[src/rtl/fifo_uart_tx_pkg.sv]
// Shared UART transmit definitions: FSM state codes, parity types, line levels.
package fifo_uart_tx_pkg;

   localparam logic [2:0] ST_IDLE   = 3'd0;
   localparam logic [2:0] ST_START  = 3'd1;
   localparam logic [2:0] ST_DATA   = 3'd2;
   localparam logic [2:0] ST_PARITY = 3'd3;
   localparam logic [2:0] ST_STOP   = 3'd4;

   localparam logic PAR_EVEN = 1'b0;
   localparam logic PAR_ODD  = 1'b1;

   localparam logic LVL_START = 1'b0;
   localparam logic LVL_STOP  = 1'b1;

endpackage

[src/rtl/fifo_uart_tx_if.sv]
// FIFO read-port bundle (first-word-fall-through) between the async FIFO and its reader.
interface fifo_uart_tx_if #(
   parameter int DATA_WIDTH = 8
);

   logic                  FIFO_EMPTY;
   logic [DATA_WIDTH-1:0] RD_DATA;
   logic                  R_INC;

   // FIFO side presents the head word and consumes pop strobes
   modport master (
      output FIFO_EMPTY,
      output RD_DATA,
      input  R_INC
   );

   // Reader side watches the head word and issues pop strobes
   modport slave (
      input  FIFO_EMPTY,
      input  RD_DATA,
      output R_INC
   );

endinterface

[src/rtl/fifo_uart_tx_parity_calc.sv]
// Combinational UART parity bit for a data word; shared with the RX parity checker.
module uart_tx_parity_calc
   import fifo_uart_tx_pkg::*;
#(
   parameter int DATA_WIDTH = 8
) (
   input  logic [DATA_WIDTH-1:0] data,
   input  logic                  par_typ,
   output logic                  par_bit
);

   // Even parity makes the total count of ones even; odd parity inverts it
   always_comb begin
      par_bit = ^data;
      case (par_typ)
         PAR_EVEN: par_bit = ^data;
         PAR_ODD:  par_bit = ~(^data);
      endcase
   end

endmodule

[src/rtl/fifo_uart_tx.sv]
// UART transmitter popping bytes from a FWFT FIFO read port and serialising
// them as start / data (LSB first) / optional parity / stop frames.
module fifo_uart_tx #(
   parameter int DATA_WIDTH = 8,
   parameter int PRESCALE_W = 6
) (
   input  logic                  CLK,
   input  logic                  RST,
   fifo_uart_tx_if.slave         fifo,
   input  logic                  TX_EN,
   input  logic                  PAR_EN,
   input  logic                  PAR_TYP,
   input  logic [PRESCALE_W-1:0] PRESCALE,
   output logic                  TX_OUT,
   output logic                  BUSY,
   output logic                  FRAME_DONE
);

   import fifo_uart_tx_pkg::*;

   localparam int IDX_W = (DATA_WIDTH > 1) ? $clog2(DATA_WIDTH) : 1;
   localparam logic [IDX_W-1:0]      LAST_IDX = IDX_W'(DATA_WIDTH - 1);
   localparam logic [IDX_W-1:0]      ONE_I    = IDX_W'(1);
   localparam logic [PRESCALE_W-1:0] ONE_P    = PRESCALE_W'(1);

   logic [2:0]            state;
   logic [PRESCALE_W-1:0] bit_cnt;
   logic [IDX_W-1:0]      bit_idx;
   logic [DATA_WIDTH-1:0] shift;
   logic [DATA_WIDTH-1:0] data_cap;
   logic                  par_en_cap;
   logic                  par_typ_cap;
   logic [PRESCALE_W-1:0] per_bit;
   logic [PRESCALE_W-1:0] last_cnt;
   logic [PRESCALE_W-1:0] eff_prescale;
   logic                  par_bit;
   logic                  start_ok;
   logic                  bit_end;
   logic                  load;

   // PRESCALE of 0 behaves like 1 so every bit lasts at least one cycle
   assign eff_prescale = (PRESCALE <= ONE_P) ? ONE_P : PRESCALE;
   assign last_cnt     = per_bit - ONE_P;
   assign bit_end      = (bit_cnt == last_cnt);
   assign start_ok     = TX_EN && !fifo.FIFO_EMPTY;

   // A new frame begins from IDLE or directly from the final stop cycle
   assign load = start_ok && ((state == ST_IDLE) || ((state == ST_STOP) && bit_end));

   uart_tx_parity_calc #(
      .DATA_WIDTH(DATA_WIDTH)
   ) u_parity (
      .data    (data_cap),
      .par_typ (par_typ_cap),
      .par_bit (par_bit)
   );

   // Capture the head word and frame configuration at pop time; shift data out LSB first
   always_ff @(posedge CLK) begin
      if (load) begin
         shift       <= fifo.RD_DATA;
         data_cap    <= fifo.RD_DATA;
         par_en_cap  <= PAR_EN;
         par_typ_cap <= PAR_TYP;
         per_bit     <= eff_prescale;
      end else if (bit_end && ((state == ST_START) || (state == ST_DATA))) begin
         shift <= shift >> 1;
      end
   end

   // Frame sequencer: bit timing, state transitions and registered line/status outputs
   always_ff @(posedge CLK) begin
      if (RST) begin
         state      <= ST_IDLE;
         bit_cnt    <= '0;
         bit_idx    <= '0;
         TX_OUT     <= LVL_STOP;
         fifo.R_INC <= 1'b0;
         BUSY       <= 1'b0;
         FRAME_DONE <= 1'b0;
      end else begin
         fifo.R_INC <= 1'b0;
         FRAME_DONE <= 1'b0;
         case (state)
            ST_IDLE: begin
               if (start_ok) begin
                  state      <= ST_START;
                  bit_cnt    <= '0;
                  fifo.R_INC <= 1'b1;
                  TX_OUT     <= LVL_START;
                  BUSY       <= 1'b1;
               end
            end
            ST_START: begin
               if (bit_end) begin
                  state   <= ST_DATA;
                  bit_cnt <= '0;
                  bit_idx <= '0;
                  TX_OUT  <= shift[0];
               end else begin
                  bit_cnt <= bit_cnt + ONE_P;
               end
            end
            ST_DATA: begin
               if (bit_end) begin
                  bit_cnt <= '0;
                  if (bit_idx == LAST_IDX) begin
                     if (par_en_cap) begin
                        state  <= ST_PARITY;
                        TX_OUT <= par_bit;
                     end else begin
                        state      <= ST_STOP;
                        TX_OUT     <= LVL_STOP;
                        FRAME_DONE <= (per_bit == ONE_P);
                     end
                  end else begin
                     bit_idx <= bit_idx + ONE_I;
                     TX_OUT  <= shift[0];
                  end
               end else begin
                  bit_cnt <= bit_cnt + ONE_P;
               end
            end
            ST_PARITY: begin
               if (bit_end) begin
                  state      <= ST_STOP;
                  bit_cnt    <= '0;
                  TX_OUT     <= LVL_STOP;
                  FRAME_DONE <= (per_bit == ONE_P);
               end else begin
                  bit_cnt <= bit_cnt + ONE_P;
               end
            end
            ST_STOP: begin
               if (bit_end) begin
                  bit_cnt <= '0;
                  if (start_ok) begin
                     state      <= ST_START;
                     fifo.R_INC <= 1'b1;
                     TX_OUT     <= LVL_START;
                  end else begin
                     state <= ST_IDLE;
                     BUSY  <= 1'b0;
                  end
               end else begin
                  bit_cnt    <= bit_cnt + ONE_P;
                  FRAME_DONE <= ((bit_cnt + ONE_P) == last_cnt);
               end
            end
            default: begin
               state   <= ST_IDLE;
               bit_cnt <= '0;
               TX_OUT  <= LVL_STOP;
               BUSY    <= 1'b0;
            end
         endcase
      end
   end

endmodule

[src/flat_wrapper.sv]
// flat-port wrapper written by rule: the top's interface ports become plain ports
module fifo_uart_tx_flat import fifo_uart_tx_pkg::*;
#(
   parameter int DATA_WIDTH = 8,
   parameter int PRESCALE_W = 6
)
  (CLK, RST, TX_EN, PAR_EN, PAR_TYP, PRESCALE, TX_OUT, BUSY, FRAME_DONE, fifo_FIFO_EMPTY, fifo_RD_DATA, fifo_R_INC);
  fifo_uart_tx_if #(.DATA_WIDTH(DATA_WIDTH)) fifo_i ();
  input  logic CLK;
  input  logic RST;
  input  logic TX_EN;
  input  logic PAR_EN;
  input  logic PAR_TYP;
  input  logic [PRESCALE_W-1:0] PRESCALE;
  output logic TX_OUT;
  output logic BUSY;
  output logic FRAME_DONE;
  input wire logic [$bits(fifo_i.FIFO_EMPTY)-1:0] fifo_FIFO_EMPTY;
  input wire logic [$bits(fifo_i.RD_DATA)-1:0] fifo_RD_DATA;
  output wire logic [$bits(fifo_i.R_INC)-1:0] fifo_R_INC;
  assign fifo_i.FIFO_EMPTY = fifo_FIFO_EMPTY;
  assign fifo_i.RD_DATA = fifo_RD_DATA;
  assign fifo_R_INC = fifo_i.R_INC;
  fifo_uart_tx #(.DATA_WIDTH(DATA_WIDTH), .PRESCALE_W(PRESCALE_W)) u_core (.CLK(CLK), .RST(RST), .fifo(fifo_i), .TX_EN(TX_EN), .PAR_EN(PAR_EN), .PAR_TYP(PAR_TYP), .PRESCALE(PRESCALE), .TX_OUT(TX_OUT), .BUSY(BUSY), .FRAME_DONE(FRAME_DONE));
endmodule
[config.mk]
export PLATFORM = sky130hd
export DESIGN_NAME = fifo_uart_tx_flat
export DESIGN_NICKNAME = d
export VERILOG_FILES = /design/src/rtl/fifo_uart_tx_pkg.sv /design/src/rtl/fifo_uart_tx_if.sv /design/src/rtl/fifo_uart_tx_parity_calc.sv /design/src/rtl/fifo_uart_tx.sv /design/src/flat_wrapper.sv
export SDC_FILE = /design/constraint.sdc
export NUM_CORES = 1
export LEC_CHECK = 0
export BUFFER_PORTS_ARGS = -buffer_cell sky130_fd_sc_hd__buf_4
export CELL_PAD_IN_SITES_DETAIL_PLACEMENT = 1
export CELL_PAD_IN_SITES_GLOBAL_PLACEMENT = 1
export CORE_ASPECT_RATIO = 1.1
export CORE_MARGIN = 1
export CORE_UTILIZATION = 46
export CTS_BUF_LIST = sky130_fd_sc_hd__clkbuf_4 sky130_fd_sc_hd__clkbuf_8 sky130_fd_sc_hd__clkbuf_16
export DETAILED_ROUTE_END_ITERATION = 12
export PLACE_DENSITY = 0.76
export SYNTH_ARGS = -nofsm -noshare
export SYNTH_HDL_FRONTEND = slang
export SYNTH_SLANG_ARGS = --single-unit
[constraint.sdc]
create_clock -name CLK -period 2.8 [get_ports CLK]
set_input_delay 0.28 -clock CLK [delete_from_list [all_inputs] [get_ports CLK]]
set_output_delay 0.28 -clock CLK [all_outputs]
set_load 0.01 [all_outputs]
==> metrics.yaml <==
synth:
  synth.top_cell.area_share_pct: 33.72
  yosysWarnings: 0
  synth_flop_cell: "edfxtp_1"
  synthTopCellsByArea: "edfxtp_1 34%, dfxtp_1 15%, xnor2_1 7.0%, nand2b_1 3.2%, mux2_1 3.2%"
  async_flop_share_pct: 0
  synth_cell_types: 50
  synth_seq_area_share_pct: 48.71
  syn_avg_cell_area_um2: 10.96
  synthCells: 195
  syn-num-nets: 220
  syn_area_um2: 2137
  ys_seq_elements: 40
  synth_edf_count: 24
  yosys.area.top_type: "edfxtp_1"
finish:
  final_nets: 244
  diodes: 0
  drive_gt1_share_pct: 24.55
  stdcell_count: 274
  multi_input_area_um2: 1046
  nFillCells: 476
  stdcell_area_um2: 2510
  syn_to_final_growth_pct: 17.45
  regArea_um2: 1041
sta:
  max_freq_mhz: 390.3
  worst_slack_ns: 0.2376
  finalHoldViolCount: 0
  rsz0062_at_grt: "no"
  period_minus_slack_ns: 2.562
  fin_skew_ns: 0.009893
  slew_viol_final: 0
  fin_crit_sh_pct: 91.52
  max_slew.worst_pin.slew_ns: 0.7162
  relSlewSlack_pct: 52.03
  whs_ns: 0.1666
  setup_violations: 0
setup_path:
  crit_family: "simple AND/OR/NAND/NOR gates"
  cp_max_fo: 9
  crit_type: "reg2reg"
  crit_path_start: "u_core.per_bit[1]$_SDFFCE_PP0P_"
  path_common_cell: "buf_4"
  crit_buf_inv: 3
  worstPathArrival_ns: 2.61
  r2r_start: "u_core.per_bit[1]$_SDFFCE_PP0P_"
  slowest_delay_ns: 0.40
  worst_setup_path_start_kind: "flip-flop"
  crit_chain: "inv_1 -> ha_1 -> nor3b_2 -> nor2b_1 -> a32o_2 -> buf_4 -> nand3_4 -> a21o_1 -> buf_4 -> mux2_1"
  cp_slowest_cell: "edfxtp_1"
  cp-end-kind: "flip-flop"
  cp.required_ns: 2.85
power_and_ir_drop:
  power_mw: 1.291
  seq_power_share_pct: 51.5
  clock_power_share_pct: 37.0
  ir_drop_v: 0.0003999
  swShare_pct: 22.99
  p_int_mw: 0.9943
  p_leak_nw: 0.9309
  powerDensity_nw_per_um2: 514.4
  p_sw_mw: 0.2968
  comb_power_share_pct: 11.5
routing:
  final_antenna_net_count: 0
  routed_wl_mm: 4.239
  drtIter0Drc: 67
  via_count: 1500
  drtPass1Iterations: 4
  drc: 0
  vias_per_cell: 5.474
  wl_per_cell_um: 15.47
placement:
  dp.cells: 266
  place_area_um2: 2376
  numPortBuffers: 23
  dpl_worst_slack_ns: -0.01165
  dp_hpwl_mm: 3.192
  gp_congestion: 0.8127
clock_network:
  ctsRootBufferMaster: "clkbuf_8"
  cts_buffers: 5
  clkSinkCount: 40
  cts_buffer_depth: 2
  cts_tree: "yes"
  post_cts_buffers: 0
  clkTransAtPathRegs_ns: 0.08
  insertion_delay_ns: 0.29
  htreeDepth: 2
min_path:
  worstHoldStart: "fifo_RD_DATA[1]"
  hold_path.class: "in2reg"
grt:
  antenna_found_initial: 0
  grt_pass1_wl_mm: 7.182
  grtUsageTotal_pct: 19.78
  first_global_vias: 1530
  grt_max_degree: 20
  overflow: 0
floorplanning:
  start_util_pct: 48.80
  core_area_um2: 4379
  fp.dieH_um: 73.49
  fp.dieW_um: 66.99
  dieArea_um2: 4922
  ioPinCount: 24
  rows: 25
job:
  maxCapViolations: 0
outcome:
  status: "finished clean"
[placed cells by master, fill, tap and decap left out, types with 2 or more instances in the layout]
| cell type | synthesis | routed |
|---|---|---|
| buf_4 | 0 | 29 |
| edfxtp_1 | 24 | 24 |
| xnor2_1 | 17 | 17 |
| dfxtp_1 | 16 | 16 |
| nand2_1 | 14 | 14 |
| nand2b_1 | 11 | 11 |
| nor2_1 | 11 | 11 |
| a21oi_1 | 8 | 8 |
| inv_1 | 6 | 6 |
| mux2_1 | 6 | 6 |
| xor2_1 | 6 | 5 |
| nand3_1 | 5 | 5 |
| ha_1 | 5 | 5 |
| clkbuf_8 | 0 | 5 |
| nor3_1 | 4 | 4 |
| nor2b_1 | 4 | 4 |
| mux2i_1 | 4 | 4 |
| nand3b_1 | 3 | 3 |
| o21ai_0 | 3 | 3 |
| o211ai_1 | 2 | 2 |
| a31oi_1 | 2 | 2 |
| a22oi_1 | 2 | 2 |
| o31a_1 | 2 | 2 |
| o22a_1 | 2 | 2 |
| or2_2 | 2 | 2 |
[sequential cells by signal (all words and copies together), names as in the netlist]
register            count
u_core.data_cap         8
u_core.shift            8
u_core.bit_cnt          6
u_core.per_bit          6
u_core.bit_idx          3
u_core.state            3
u_core.BUSY             1
u_core.FRAME_DONE       1
u_core.TX_OUT           1
u_core.fifo.R_INC       1
u_core.par_en_cap       1
u_core.par_typ_cap      1
[logic make-up (layout without fill, tap and decap cells)]
logic type,after synthesis,after routing,synth area share [%]
compound gates,31,31,10.42
mux,11,11,5.562
fa+ha+maj,5,5,2.927
xor+xnor,25,25,11.48
simple gates,65,65,17.68
flops,40,40,48.71
buf+inv,18,43,3.220
[repair_timing]
| item | in CTS | in global routing |
|---|---|---|
| endpoints found under the setup margin | 8 | 4 |
| gates resized for setup | 1 | 2 |
| hold endpoints to repair | 0 | 0 |
| hold buffers | 0 | 0 |
| gates cloned | 0 | 0 |
[routing by layer]
layer / GRT usage (%) / vias to the layer above / part of all wire (%)
met2: 32.55 / 30 / 51
met4: 7.329 / 0 / 0.80
met1: 25.00 / 728 / 45
met5: 0 / - / 0
li1: - / 738 / -
met3: 4.814 / 4 / 3.4
[power by group through the flow]
stage               logic, mW  clock network [mW]  registers (mW)
floorplan              0.0953                   0           0.675
global placement        0.143                   0           0.676
detailed placement      0.148                   0           0.678
CTS                     0.150               0.492           0.664
global route            0.164               0.514           0.668
finish                  0.149               0.478           0.665
[through the flow]
| step | setup TNS (ns) | util, % |
|---|---|---|
| 2_1_floorplan | 0 | - |
| 3_3_place_gp | 0 | 54.26 |
| 3_5_place_dp | -0.09177 | 54.26 |
| 4_1_cts | 0 | 57.03 |
| 5_1_grt | 0 | 57.31 |
| 6_report | 0 | 57.31 |
[cell usage after synthesis (all sizes together), types with 3 or more instances]
cell type,instances
a21oi,8
clkbuf,10
dfxtp,16
edfxtp,24
ha,5
inv,6
mux2,7
mux2i,4
nand2,14
nand2b,11
nand3,7
nand3b,3
nor2,11
nor2b,4
nor3,5
o21ai,3
xnor2,19
xor2,6
[layout make-up]
| type | count | area share [%] |
|---|---|---|
| Multi-Input combinational cell | 137 | 41.67 |
| Sequential cell | 40 | 41.48 |
| Timing Repair Buffer | 29 | 8.674 |
| Clock buffer | 5 | 2.742 |
| Tap cell | 54 | 2.692 |
| Clock inverter | 3 | 1.844 |
| Inverter | 6 | 0.8973 |
[worst reg2reg max path: cells and delay by family, from the launching register on]
kind / cells / cell delay [ns]
AOI/OAI and AO/OA: 2 / 0.39
adders and majority gates: 1 / 0.26
buffers and inverters: 3 / 0.43
DFF: 1 / 0.40
muxes: 1 / 0.32
and+or+nand+nor: 3 / 0.53
[path summary, 6_finish.rpt]
check / to / slack (ns) / cells past startpoint
max: u_core.shift[5]$_DFFE_PP_ / 0.24 / 10
min: u_core.data_cap[1]$_DFFE_PP_ / 0.17 / 1
max reg2reg: u_core.shift[5]$_DFFE_PP_ / 0.24 / 10
min reg2reg: u_core.bit_idx[0]$_SDFFE_PP0P_ / 0.50 / 2
No activity file was read; power rests on OpenSTA's default activity.
